[config.mk]
export PLATFORM = sky130hd
export DESIGN_NAME = ycbcr2rgb444_pipe
export DESIGN_NICKNAME = d
export VERILOG_FILES = /design/src/rtl/ycbcr2rgb444_pipe.sv
export SDC_FILE = /design/constraint.sdc
export NUM_CORES = 1
export LEC_CHECK = 0
export BUFFER_PORTS_ARGS = -buffer_cell sky130_fd_sc_hd__clkbuf_2
export CAP_MARGIN = 10
export CORE_AREA = 2 2 154 111
export CTS_CLUSTER_DIAMETER = 40
export CTS_CLUSTER_SIZE = 12
export DETAILED_ROUTE_END_ITERATION = 8
export DIE_AREA = 0 0 156 113
export PLACE_DENSITY_LB_ADDON = 0.25
export SETUP_SLACK_MARGIN = 0.02
export SLEW_MARGIN = 20
export SYNTH_ARGS = -nofsm -noshare
export SYNTH_HDL_FRONTEND = slang
export SYNTH_SLANG_ARGS = --single-unit
[constraint.sdc]
create_clock -name clk -period 14.32 [get_ports clk]
set_clock_uncertainty 0.1 [all_clocks]
set_input_delay 2.148 -clock clk [delete_from_list [all_inputs] [get_ports clk]]
set_output_delay 2.148 -clock clk [all_outputs]
set_load 0.01 [all_outputs]
[src/rtl/ycbcr2rgb444_pipe.sv]
// Streaming YCbCr 8:8:8 to RGB444 converter: 3-stage valid/ready pipeline with
// per-channel clamping and a saturating count of clamped output pixels.
module ycbcr2rgb444_pipe #(
  parameter int SAT_CNT_W = 16,
  parameter int ROUND     = 0
) (
  input  logic                 clk,
  input  logic                 rst,
  input  logic                 in_valid,
  output logic                 in_ready,
  input  logic [23:0]          in_ycbcr,
  output logic                 out_valid,
  input  logic                 out_ready,
  output logic [11:0]          out_rgb,
  input  logic                 sat_clr,
  output logic [SAT_CNT_W-1:0] sat_cnt
);

  localparam logic [SAT_CNT_W-1:0] SAT_ONE = SAT_CNT_W'(1);

  // Returns {clamp_flag, channel}; the shift floors, so any negative sum clamps to 0.
  function automatic logic [8:0] clamp_ch(input logic signed [18:0] x);
    logic signed [18:0] ch;
    ch = x >>> 5'd8;
    if (ch < 19'sd0) begin
      clamp_ch = {1'b1, 8'h00};
    end else if (ch > 19'sd255) begin
      clamp_ch = {1'b1, 8'hFF};
    end else begin
      clamp_ch = {1'b0, ch[7:0]};
    end
  endfunction

  // Round-half-up bumps the nibble when bit 3 is set, except when it is already 0xF.
  function automatic logic [3:0] pack_ch(input logic [7:0] c);
    if ((ROUND != 32'sd0) && c[3] && (c[7:4] != 4'hF)) begin
      pack_ch = c[7:4] + 4'd1;
    end else begin
      pack_ch = c[7:4];
    end
  endfunction

  logic                  w_adv;
  logic                  r_v1, r_v2, r_v3;
  logic [7:0]            r_y1;
  logic signed [8:0]     r_cb1, r_cr1;
  logic signed [18:0]    r_r2, r_g2, r_b2;
  logic [11:0]           r_rgb;
  logic                  r_sat3;
  logic [SAT_CNT_W-1:0]  r_sat_cnt;
  logic signed [18:0]    w_y, w_cb, w_cr;
  logic [8:0]            w_r, w_g, w_b;

  assign w_adv     = !r_v3 || out_ready;
  assign in_ready  = w_adv;
  assign out_valid = r_v3;
  assign out_rgb   = r_rgb;
  assign sat_cnt   = r_sat_cnt;

  assign w_y  = $signed({11'd0, r_y1});
  assign w_cb = $signed({{10{r_cb1[8]}}, r_cb1});
  assign w_cr = $signed({{10{r_cr1[8]}}, r_cr1});

  assign w_r = clamp_ch(r_r2);
  assign w_g = clamp_ch(r_g2);
  assign w_b = clamp_ch(r_b2);

  // Stage 1: remove the chroma offset.
  always_ff @(posedge clk) begin
    if (rst) begin
      r_v1  <= 1'b0;
      r_y1  <= 8'd0;
      r_cb1 <= 9'sd0;
      r_cr1 <= 9'sd0;
    end else if (w_adv) begin
      r_v1  <= in_valid;
      r_y1  <= in_ycbcr[23:16];
      r_cb1 <= $signed({1'b0, in_ycbcr[15:8]}) - 9'sd128;
      r_cr1 <= $signed({1'b0, in_ycbcr[7:0]}) - 9'sd128;
    end else begin
      r_v1 <= r_v1;
    end
  end

  // Stage 2: fixed-point matrix, coefficients scaled by 256; 19 bits cannot overflow.
  always_ff @(posedge clk) begin
    if (rst) begin
      r_v2 <= 1'b0;
      r_r2 <= 19'sd0;
      r_g2 <= 19'sd0;
      r_b2 <= 19'sd0;
    end else if (w_adv) begin
      r_v2 <= r_v1;
      r_r2 <= w_y * 19'sd256 + w_cr * 19'sd359;
      r_g2 <= w_y * 19'sd256 - w_cb * 19'sd88 - w_cr * 19'sd183;
      r_b2 <= w_y * 19'sd256 + w_cb * 19'sd454;
    end else begin
      r_v2 <= r_v2;
    end
  end

  // Stage 3: clamp, pack to RGB444 and register the saturation flag with the pixel.
  always_ff @(posedge clk) begin
    if (rst) begin
      r_v3   <= 1'b0;
      r_rgb  <= 12'h000;
      r_sat3 <= 1'b0;
    end else if (w_adv) begin
      r_v3   <= r_v2;
      r_rgb  <= {pack_ch(w_r[7:0]), pack_ch(w_g[7:0]), pack_ch(w_b[7:0])};
      r_sat3 <= w_r[8] | w_g[8] | w_b[8];
    end else begin
      r_v3 <= r_v3;
    end
  end

  // Saturation counter: counts only accepted clamped pixels; clear beats increment.
  always_ff @(posedge clk) begin
    if (rst) begin
      r_sat_cnt <= '0;
    end else if (sat_clr) begin
      r_sat_cnt <= '0;
    end else if (r_v3 && out_ready && r_sat3 && (r_sat_cnt != '1)) begin
      r_sat_cnt <= r_sat_cnt + SAT_ONE;
    end else begin
      r_sat_cnt <= r_sat_cnt;
    end
  end

endmodule
Word-level counts from Yosys, hierarchy flattened
Cells that the tools add are included.

Bits in registers: 115. Bits in latches: 0. Memory bits (writable): 0. Bits in read-only memories: 0. Output and inout port bits: 30. Word-level logic and storage cells: 44. Memories: 0.

Add/sub/neg operators: 7. Multiply operators: 4. Div/mod/pow operators: 0. Magnitude comparators: 6. Eq/ne operators: 1. Shifts and indexed selects: 0. Mux-type cells: 6. Bitwise logic cells: 2. Reductions and logical operators: 6.

Operators with widths (count): $mux 9 (6); $add 17x19->19 (2); $mul 9x9->18 const B (2); $gt 11x9->1 const B (3); $lt 11x1->1 const B (3); $mul 9x10->19 const B (1); $sub 18x18->19 (1); $sub 17x17->18 (1); $sub 8x8->9 const B (2); $add 16x1->16 const B (1); $ne 16x16->1 const B (1); $mul 9x5->14 const B (1); $logic_and 1x1->1 (3); $or 1x1->1 (2); $reduce_or 2->1 (1); $logic_not 1->1 (1); $logic_or 1x1->1 (1).

Depth between registers and ports, before layout
Gate-level depths: netlist (run 1).

Word-level depth: 5. Depth in mapped cells: 24. Mapped depth without buffers: 24.

Worst setup path before layout (run 1)
OpenSTA, ideal clock, no wires.

Path kind: flip-flop to flip-flop. Start: register r_cb1[7]. End: register r_g2[18]. Library setup time: 0.096 ns. Arrival: 6.005 ns. Required time: 14.124 ns. Setup slack: 8.120 ns. Stages on the path, launching flop included: 22. Buffers on the path: 1. Period minus slack after synthesis: 6.200 ns. Path through: dfxtp_1 > clkbuf_1 > clkinv_1 > fa_1 > inv_1 > ha_1 > inv_1 > o21bai_1 > a21oi_1 > xnor2_1 > ha_1 > fa_1 > fa_1 > fa_1 > inv_1 > ha_1 > and4_1 > a221o_1 > a221o_1 > a21oi_1 > nor2b_1 > o41ai_2.

Word-level cells in the longest chain between the ends: 3.

Ends and longest elaborated chain: start, declared (line 46) `logic signed [8:0] r_cb1, r_cr1;`; start signal, assigned (line 78) `r_cb1 <= $signed({1'b0, in_ycbcr[15:8]}) - 9'sd128;`; $mul 9x5->14 (line 95) `r_g2 <= w_y * 19'sd256 - w_cb * 19'sd88 - w_cr * 19'sd183;`; $sub 17x17->18 (line 95); $sub 18x18->19 (line 95); end signal, assigned (line 95); end, declared (line 47) `logic signed [18:0] r_r2, r_g2, r_b2;`.

Every way passes these cells. A chain may end at the register's enable or synchronous reset.

Final worst setup path (run 1)
Ends and elaborated chain as after synthesis.

==> qor.csv, run 1 <==
stage,metric,value,unit
run_status,result of the run,"finished, final reports clean",
timing,Finish-stage setup viols,0,
grt,wire length of the first global-routing pass,32.2,mm
timing,period utilisation layout,0.463,
floorplanning,starting utilization of the core area,0.543,
cts,number of buffers inserted for hold repair after clock tree synthesis,0,
timing,"Worst Setup Slack, final",7690,ps
timing,worst slew slack as a fraction of its limit,0.477,
grt,grt ovf,0,
grt,pin count of the biggest net entering global routing,80,
route,drt first-iter violations,365,
power,power share of the combinational group,0.640,
place,estimated wirelength of the detail-placed design,14.7,mm
synthesis,Post-Syn Area,8710,µm²
power,part of the power in registers,0.192,
cts,number of post-CTS setup repair buffers,0,
place,global placer's final weighted congestion,0.840,
setup_path,slowest cell on the critical path,sky130_fd_sc_hd__dfxtp_1,
job,number of max-cap violations,0,
route,residual antenna-violating net count after detailed routing,0,
power,net switching power of the design,649,µW
synthesis,YS warnings,0,
floorplanning,num rows,39,
cts,Post-CTS Resized,0,
cts,later-pin clock latency in the skew report,350,ps
cts,root buf cell,sky130_fd_sc_hd__clkbuf_16,
power,Power Dens Cells,157,nW/µm²
power,internal power,839,µW
power,switching portion of total power,0.436,
route,routed vias/inst,5.29,
synthesis,average footprint of a synthesized cell,9.03,µm²
finish,fraction of final layout cells sized beyond drive strength 1,0.0848,
setup_path,required time at the endpoint of the critical path,14460,ps
synthesis,total of flip-flops plus latches after synthesis,77,
floorplanning,overall die height,113,µm
cts,clock tree from TritonCTS,yes,
synthesis,dominant register cell in the synthesized netlist,sky130_fd_sc_hd__dfxtp_1,
timing,clock period minus worst slack,6630,ps
setup_path,worst stage delay on the critical path,820,ps
place,placement-stage worst setup slack,7740,ps
setup_path,endpoint class of the critical path,flip-flop,
cts,Clock Pin Slew Worst Setup and Hold Paths,70,ps
power,clock group share of total power,0.168,
synthesis,proportion of synthesized flip-flops having asynchronous set or reset,0,
power,reported leakage power,4.87,nW
setup_path,"most used cell, CP",sky130_fd_sc_hd__fa_1,
cts,cts bufs inserted,9,
timing,Least-Margin Pin Slew,785,ps
cts,# H-tree levels,3,
synthesis,net count of the mapped netlist,1250,
route,total via count in the routed design,6449,
route,number of DRC violations after detailed routing,0,
finish,growth of design area from synthesis to finish,9.00,%
setup_path,CP Launch Type,flip-flop,
grt,vias in the first global route,6648,
cts,number of clock sinks seen by CTS,77,
route,routed wire length,18.3,mm
timing,unrepaired setup endpoints after global routing,false,
synthesis,post-synthesis cell count,965,
grt,initial antenna violation count,0,
setup_path,Bufs and invs on worst path,4,
timing,final slew viol count,0,
route,wire length per cell,15.0,µm
floorplanning,chip width,156,µm
timing,Fmax achieved,0.151,GHz
floorplanning,Die Outline Area,17600,µm²
place,Port Buf Inserts,58,
finish,antenna diode instance count,0,
finish,"Net count, final",1294,
setup_path,Worst EP arrival,6770,ps
finish,utilization after layout,0.592,
power,post-route total power,1.49,mW
setup_path,worst-path maximum fanout,17,
timing,hold violation count in the final report,0,
setup_path,chain of cells forming the critical path,clkinv_1 -> fa_1 -> inv_1 -> ha_1 -> inv_1 -> o21bai_1 -> a21oi_1 -> xnor2_1 -> ha_1 -> fa_1 -> fa_1 -> fa_1 -> inv_1 -> ha_1 -> and4_1 -> a221o_1 -> a221o_1 -> a21oi_1 -> nor2b_1 -> o41ai_2,
grt,global-route usage over all layers,0.229,
floorplanning,ports placed on the boundary,59,
setup_path,family with the most delay on the worst path,adder cells,
synthesis,Synth cell types,58,
power,worst vdd rail ir drop,0.0959,mV
cts,clock tree buffer depth,2,
timing,final-layout setup total negative slack,0,ps
synthesis,sequential fraction of the synthesis area,0.177,
synthesis,number of enable flip-flop cells after synthesis,0,
worst_hold_path,type of the most critical hold path,reg2reg,
finish,filler cell count in the final layout,1457,
setup_path,"Worst Path Class, Setup",reg2reg,
route,number of iterations in the first detailed-routing pass,5,
floorplanning,core footprint,16100,µm²
[final timing paths]
check	startpoint	endpoint	slack (ps)	cells past startpoint
max	r_cb1[7]$_SDFFE_PP0P_	r_g2[18]$_SDFFE_PP0P_	7690	20
min	r_b2[16]$_SDFFE_PP0P_	r_b2[16]$_SDFFE_PP0P_	350	2
max reg2reg	r_cb1[7]$_SDFFE_PP0P_	r_g2[18]$_SDFFE_PP0P_	7690	20
min reg2reg	r_b2[16]$_SDFFE_PP0P_	r_b2[16]$_SDFFE_PP0P_	350	2
[layout make-up]
class                      instances  area (µm²)  share of cell area
clock buffer                       9         225              0.0237
clock inverter                     7        87.6             0.00922
inverter                         178         668              0.0703
multi-input combinational        682        6410               0.674
sequential                        77        1540               0.162
tap                              205         256              0.0270
timing repair buffer              61         313              0.0329
[power groups by stage]
stage	Sequential, mW	Clock, mW	Combinational (mW)
2_1_floorplan	0.285	0	0.748
3_3_place_gp	0.290	0	0.931
3_5_place_dp	0.290	0	0.950
4_1_cts	0.286	0.255	0.961
5_1_grt	0.291	0.265	1.11
6_report	0.286	0.249	0.953
[cells in the mapped netlist, types with 3 or more instances]
library cell,instances,area (µm²)
sky130_fd_sc_hd__inv_1,175,657
sky130_fd_sc_hd__ha_1,167,2090
sky130_fd_sc_hd__fa_1,89,1780
sky130_fd_sc_hd__nand2_1,79,297
sky130_fd_sc_hd__dfxtp_1,77,1540
sky130_fd_sc_hd__a21oi_1,68,340
sky130_fd_sc_hd__nor2_1,62,233
sky130_fd_sc_hd__xnor2_1,35,307
sky130_fd_sc_hd__clkbuf_1,22,82.6
sky130_fd_sc_hd__xor2_1,22,193
sky130_fd_sc_hd__nor3_1,19,95.1
sky130_fd_sc_hd__a21o_1,16,120
sky130_fd_sc_hd__nand3_1,11,55.1
sky130_fd_sc_hd__nand4_1,10,62.6
sky130_fd_sc_hd__o21ai_1,8,40.0
sky130_fd_sc_hd__and4_1,6,52.6
sky130_fd_sc_hd__buf_1,6,22.5
sky130_fd_sc_hd__nor4b_1,6,52.6
sky130_fd_sc_hd__o21bai_1,6,45.0
sky130_fd_sc_hd__a211oi_1,5,37.5
sky130_fd_sc_hd__nor2b_1,5,31.3
sky130_fd_sc_hd__o21a_1,5,37.5
sky130_fd_sc_hd__or3_1,5,31.3
sky130_fd_sc_hd__a221o_1,4,40.0
sky130_fd_sc_hd__a22o_1,4,35.0
sky130_fd_sc_hd__and3_1,4,25.0
sky130_fd_sc_hd__a211o_1,3,26.3
sky130_fd_sc_hd__a31oi_1,3,18.8
sky130_fd_sc_hd__mux2i_1,3,30.0
sky130_fd_sc_hd__o21ai_0,3,15.0
sky130_fd_sc_hd__or2_2,3,18.8
[worst reg2reg max path, stage by stage (launching register included)]
cell                       delay, ps
sky130_fd_sc_hd__dfxtp_1         820
sky130_fd_sc_hd__clkinv_1        480
sky130_fd_sc_hd__fa_1            640
sky130_fd_sc_hd__inv_1            40
sky130_fd_sc_hd__ha_1            320
sky130_fd_sc_hd__inv_1            50
sky130_fd_sc_hd__o21bai_1        180
sky130_fd_sc_hd__a21oi_1         120
sky130_fd_sc_hd__xnor2_1         140
sky130_fd_sc_hd__ha_1            320
sky130_fd_sc_hd__fa_1            520
sky130_fd_sc_hd__fa_1            530
sky130_fd_sc_hd__fa_1            550
sky130_fd_sc_hd__inv_1            50
sky130_fd_sc_hd__ha_1            320
sky130_fd_sc_hd__and4_1          160
sky130_fd_sc_hd__a221o_1         390
sky130_fd_sc_hd__a221o_1         380
sky130_fd_sc_hd__a21oi_1         150
sky130_fd_sc_hd__nor2b_1          70
sky130_fd_sc_hd__o41ai_2         210
[logic make-up after synthesis]
kind of cell	after synthesis	synth area share
DFF	77	0.177
xor gates and xnor gates	57	0.0573
AOI/OAI and AO/OA	142	0.107
muxes	4	0.00474
and+or+nand+nor	223	0.121
buffers and inverters	206	0.0887
adders and majority gates	256	0.444
[per-stage QoR]
step	instance area [µm²]	hold slack, ps	std cells
global placement	9190	337	1203
CTS	9500	351	1219
finish	9500	349	1219
global route	9500	384	1219
floorplan	8710	328	965
detailed placement	9190	342	1203
[state kept, by name, indices dropped and copies added, names as in the netlist]
register and count:
r_cr1 8, r_sat3 1, r_cb1 8, r_v2 1, r_y1 8, r_b2 7
out_rgb 12, out_valid 1, r_v1 1, r_g2 7, r_r2 7, sat_cnt 16
[layout by cell type (no fill, tap or decap), drive strengths merged, types with 16 or more instances in the layout]
cell,count
a21oi,68
xnor2,35
a21o,16
dfxtp,77
clkbuf,67
nor3,19
nor2,62
nand2,79
inv,181
xor2,22
fa,89
ha,167
[metal layers]
| layer | routed length, µm | vias up | global-route usage |
|---|---|---|---|
| met1 | 9500 | 3059 | 0.342 |
| met2 | 7930 | 117 | 0.363 |
| li1 | - | 3261 | - |
| met4 | 137 | 0 | 0.0367 |
| met3 | 753 | 12 | 0.0287 |
| met5 | 0 | - | 0 |
No activity file was read; power rests on OpenSTA's default activity.
==> run 2, diff against run 1 <==
--- a/config.mk
+++ b/config.mk
@@ -5,13 +5,14 @@
 export SDC_FILE = /design/constraint.sdc
 export NUM_CORES = 1
 export LEC_CHECK = 0
+export ABC_AREA = 1
 export BUFFER_PORTS_ARGS = -buffer_cell sky130_fd_sc_hd__clkbuf_2
 export CAP_MARGIN = 10
-export CORE_AREA = 2 2 154 111
+export CORE_AREA = 2 2 161 115
 export CTS_CLUSTER_DIAMETER = 40
 export CTS_CLUSTER_SIZE = 12
 export DETAILED_ROUTE_END_ITERATION = 8
-export DIE_AREA = 0 0 156 113
+export DIE_AREA = 0 0 163 117
 export PLACE_DENSITY_LB_ADDON = 0.25
 export SETUP_SLACK_MARGIN = 0.02
 export SLEW_MARGIN = 20
==> constraint.sdc (replaced) <==
create_clock -name clk -period 6.3 [get_ports clk]
set_clock_uncertainty 0.1 [all_clocks]
set_input_delay 0.945 -clock clk [delete_from_list [all_inputs] [get_ports clk]]
set_output_delay 0.945 -clock clk [all_outputs]
set_load 0.01 [all_outputs]
==> run 2 against run 1 <==
Net effect:
- register-to-register slack got worse by 7300 ps
- first-iteration DRC count rose by 43%
- clock power up 140%
==> qor.csv, run 2 <==
stage,metric,value,unit,change
floorplanning,chip width,163,µm,+4.5%
route,routed wire length,22.3,mm,+22%
cts,cts bufs inserted,9,,unchanged
synthesis,Synth cell types,40,,-31%
synthesis,sequential fraction of the synthesis area,0.162,,-0.0145
timing,worst slew slack as a fraction of its limit,0.487,,+0.0105
synthesis,net count of the mapped netlist,1506,,+20%
route,total via count in the routed design,7855,,+22%
synthesis,top-count cell post-synth,sky130_fd_sc_hd__inv_1,,
synthesis,Yosys top cell area share,0.220,,-0.0197
timing,Least-Margin Pin Slew,768,ps,-16.9 ps
power,clock group share of total power,0.135,,-0.033
cts,number of post-CTS setup repair buffers,0,,unchanged
route,number of iterations in the first detailed-routing pass,5,,unchanged
place,estimated wirelength of the detail-placed design,18.5,mm,+25%
finish,growth of design area from synthesis to finish,9.19,%,
synthesis,main area contributors after synthesis,"sky130_fd_sc_hd__ha_1 22%, sky130_fd_sc_hd__fa_1 19%, sky130_fd_sc_hd__dfxtp_1 16%",,
finish,antenna diode instance count,0,,unchanged
cts,clock tree buffer depth,2,,unchanged
cts,later-pin clock latency in the skew report,350,ps,about the same
route,drt first-iter violations,522,,+43%
setup_path,endpoint class of the critical path,flip-flop,,
route,number of DRC violations after detailed routing,0,,unchanged
place,global placer's final weighted congestion,0.937,,+11%
place,Port Buf Inserts,58,,unchanged
power,worst vdd rail ir drop,0.385,mV,+300%
setup_path,worst-path maximum fanout,6,,-11
route,routed vias/inst,5.20,,-1.7%
grt,grt ovf,0,,unchanged
synthesis,YS warnings,0,,unchanged
timing,period utilisation layout,0.933,,+0.470
job,number of max-cap violations,0,,unchanged
power,switching portion of total power,0.503,,+0.0668
timing,hold violation count in the final report,0,,unchanged
power,post-route total power,4.44,mW,+200%
power,power share of the combinational group,0.720,,+0.080
grt,vias in the first global route,7611,,+14%
setup_path,Worst EP arrival,6020,ps,-750 ps
grt,wire length of the first global-routing pass,37.4,mm,+16%
finish,max reg flops,16,,unchanged
floorplanning,ports placed on the boundary,59,,unchanged
power,part of the power in registers,0.145,,-0.047
finish,"Net count, final",1555,,+20%
power,reported leakage power,5.56,nW,+14%
grt,global-route usage over all layers,0.250,,+0.0213
power,net switching power of the design,2.23,mW,+240%
setup_path,required time at the endpoint of the critical path,6440,ps,-8020 ps
synthesis,dominant register cell in the synthesized netlist,sky130_fd_sc_hd__dfxtp_1,,
synthesis,list of most frequent post-synthesis cells,"261 x sky130_fd_sc_hd__inv_1, 175 x sky130_fd_sc_hd__nand2_1, 167 x sky130_fd_sc_hd__ha_1",,
cts,Clock Pin Slew Worst Setup and Hold Paths,70,ps,about the same
finish,most common library cell in the layout ignoring fill and taps,sky130_fd_sc_hd__inv_1,,
synthesis,post-synthesis cell count,1221,,+27%
cts,# H-tree levels,3,,unchanged
timing,Finish-stage setup viols,0,,unchanged
route,residual antenna-violating net count after detailed routing,0,,unchanged
finish,cell area after layout,10400,µm²,+9.1%
timing,unrepaired setup endpoints after global routing,false,,
power,Power Dens Cells,428,nW/µm²,+170%
timing,clock period minus worst slack,5880,ps,-757 ps
synthesis,total of flip-flops plus latches after synthesis,77,,unchanged
floorplanning,num rows,41,,+5.1%
grt,pin count of the biggest net entering global routing,67,,-16%
floorplanning,Die Outline Area,19100,µm²,+8.2%
cts,root buf cell,sky130_fd_sc_hd__clkbuf_16,,
timing,final slew viol count,0,,unchanged
setup_path,CP Launch Type,flip-flop,,
finish,highest-count cells in the layout ignoring fill and taps,"261 x sky130_fd_sc_hd__inv_1, 175 x sky130_fd_sc_hd__nand2_1, 167 x sky130_fd_sc_hd__ha_1",,
timing,Fmax achieved,0.170,GHz,+13%
synthesis,Post-Syn Area,9490,µm²,+9.0%
floorplanning,core footprint,17700,µm²,+10%
floorplanning,starting utilization of the core area,0.536,,-0.00630
grt,initial antenna violation count,0,,unchanged
synthesis,proportion of synthesized flip-flops having asynchronous set or reset,0,,unchanged
power,internal power,2.21,mW,+160%
place,Post-Place Cell Area,10000,µm²,+9.1%
finish,fraction of final layout cells sized beyond drive strength 1,0.0808,,-0.00403
worst_hold_path,type of the most critical hold path,reg2reg,,
setup_path,"Worst Path Class, Setup",reg2reg,,
route,wire length per cell,14.8,µm,-1.8%
synthesis,average footprint of a synthesized cell,7.78,µm²,-14%
synthesis,number of enable flip-flop cells after synthesis,0,,unchanged
run_status,result of the run,"finished, final reports clean",,
cts,clock tree from TritonCTS,yes,,
floorplanning,overall die height,117,µm,+3.5%
synthesis,cell type with the highest aggregate area in the netlist,sky130_fd_sc_hd__ha_1,,
timing,final-layout setup total negative slack,0,ps,unchanged
cts,number of clock sinks seen by CTS,77,,unchanged
## run 2: repair_timing
item | in CTS | in global routing
resized for setup | 0 | 2
hold buffers | 0 | 0
endpoints found under the setup margin | 0 | 3
## run 2: power by group through the flow
stage / Sequential, mW / Combinational, mW / Clock [mW]
floorplan: 0.648 / 2.43 / 0
global placement: 0.653 / 3.08 / 0
detailed placement: 0.653 / 3.14 / 0
CTS: 0.644 / 3.17 / 0.608
global route: 0.653 / 3.69 / 0.629
finish: 0.645 / 3.20 / 0.598
## run 2: kinds of logic after synthesis
group           after synthesis  synth area share
simple gates                342             0.154
flops                        77             0.162
xor+xnor                     38            0.0351
compound gates              216             0.124
buf+inv                     292             0.116
fa+ha+maj                   256             0.408
## run 2: worst paths after layout
check | from | end | slack [ps] | depth (start not counted)
max reg2reg | r_cb1[4]$_SDFFE_PP0P_ | r_g2[16]$_SDFFE_PP0P_ | 420 | 24
min reg2reg | r_v2$_SDFFE_PP0P_ | out_valid$_SDFFE_PP0P_ | 360 | 2
max | r_cb1[4]$_SDFFE_PP0P_ | r_g2[16]$_SDFFE_PP0P_ | 420 | 24
min | r_v2$_SDFFE_PP0P_ | out_valid$_SDFFE_PP0P_ | 360 | 2
## run 2: per-stage QoR
| stage | hold WS (ps) | cells | utilization | setup WS (ps) |
|---|---|---|---|---|
| after floorplan | 330 | 1221 | - | 479 |
| after global placement | 345 | 1495 | 0.566 | 472 |
| after detailed placement | 354 | 1495 | 0.566 | 290 |
| after CTS | 367 | 1511 | 0.586 | 261 |
| after global routing | 390 | 1511 | 0.586 | 31.2 |
| final | 364 | 1511 | 0.586 | 422 |
## run 2: routing by layer
| metal | vias to the layer above | wire length, µm | GRT usage |
|---|---|---|---|
| li1 | 3988 | - | - |
| met1 | 3678 | 11400 | 0.368 |
| met2 | 179 | 9500 | 0.393 |
| met3 | 10 | 1260 | 0.0465 |
| met4 | 0 | 126 | 0.0389 |
| met5 | - | 0 | 0 |
## run 2: worst max-delay path, stage by stage, from the launching register on
cell and delay [ps]:
sky130_fd_sc_hd__dfxtp_1 400, sky130_fd_sc_hd__ha_1 320, sky130_fd_sc_hd__inv_1 50, sky130_fd_sc_hd__fa_1 500, sky130_fd_sc_hd__inv_1 40, sky130_fd_sc_hd__ha_1 350
sky130_fd_sc_hd__a21oi_1 160, sky130_fd_sc_hd__nand2_1 120, sky130_fd_sc_hd__a21boi_2 170, sky130_fd_sc_hd__o21ai_0 160, sky130_fd_sc_hd__xor2_1 180, sky130_fd_sc_hd__ha_1 330
sky130_fd_sc_hd__fa_1 520, sky130_fd_sc_hd__fa_1 540, sky130_fd_sc_hd__fa_1 550, sky130_fd_sc_hd__inv_1 40, sky130_fd_sc_hd__ha_1 330, sky130_fd_sc_hd__a21oi_1 170
sky130_fd_sc_hd__o21ai_0 110, sky130_fd_sc_hd__a21oi_1 120, sky130_fd_sc_hd__nand2_1 110, sky130_fd_sc_hd__a21oi_1 140, sky130_fd_sc_hd__o21ai_0 100, sky130_fd_sc_hd__o211ai_1 90
sky130_fd_sc_hd__inv_1 60
## run 2: cell type report
class                   count  area, µm²
multi-input cells         852       6860
repair buffers             63        328
fillers                  1659       7330
inverters                 267       1000
well taps                 236        295
flip-flops and latches     77       1540
clock inverters             7        116
clock buffers               9        225
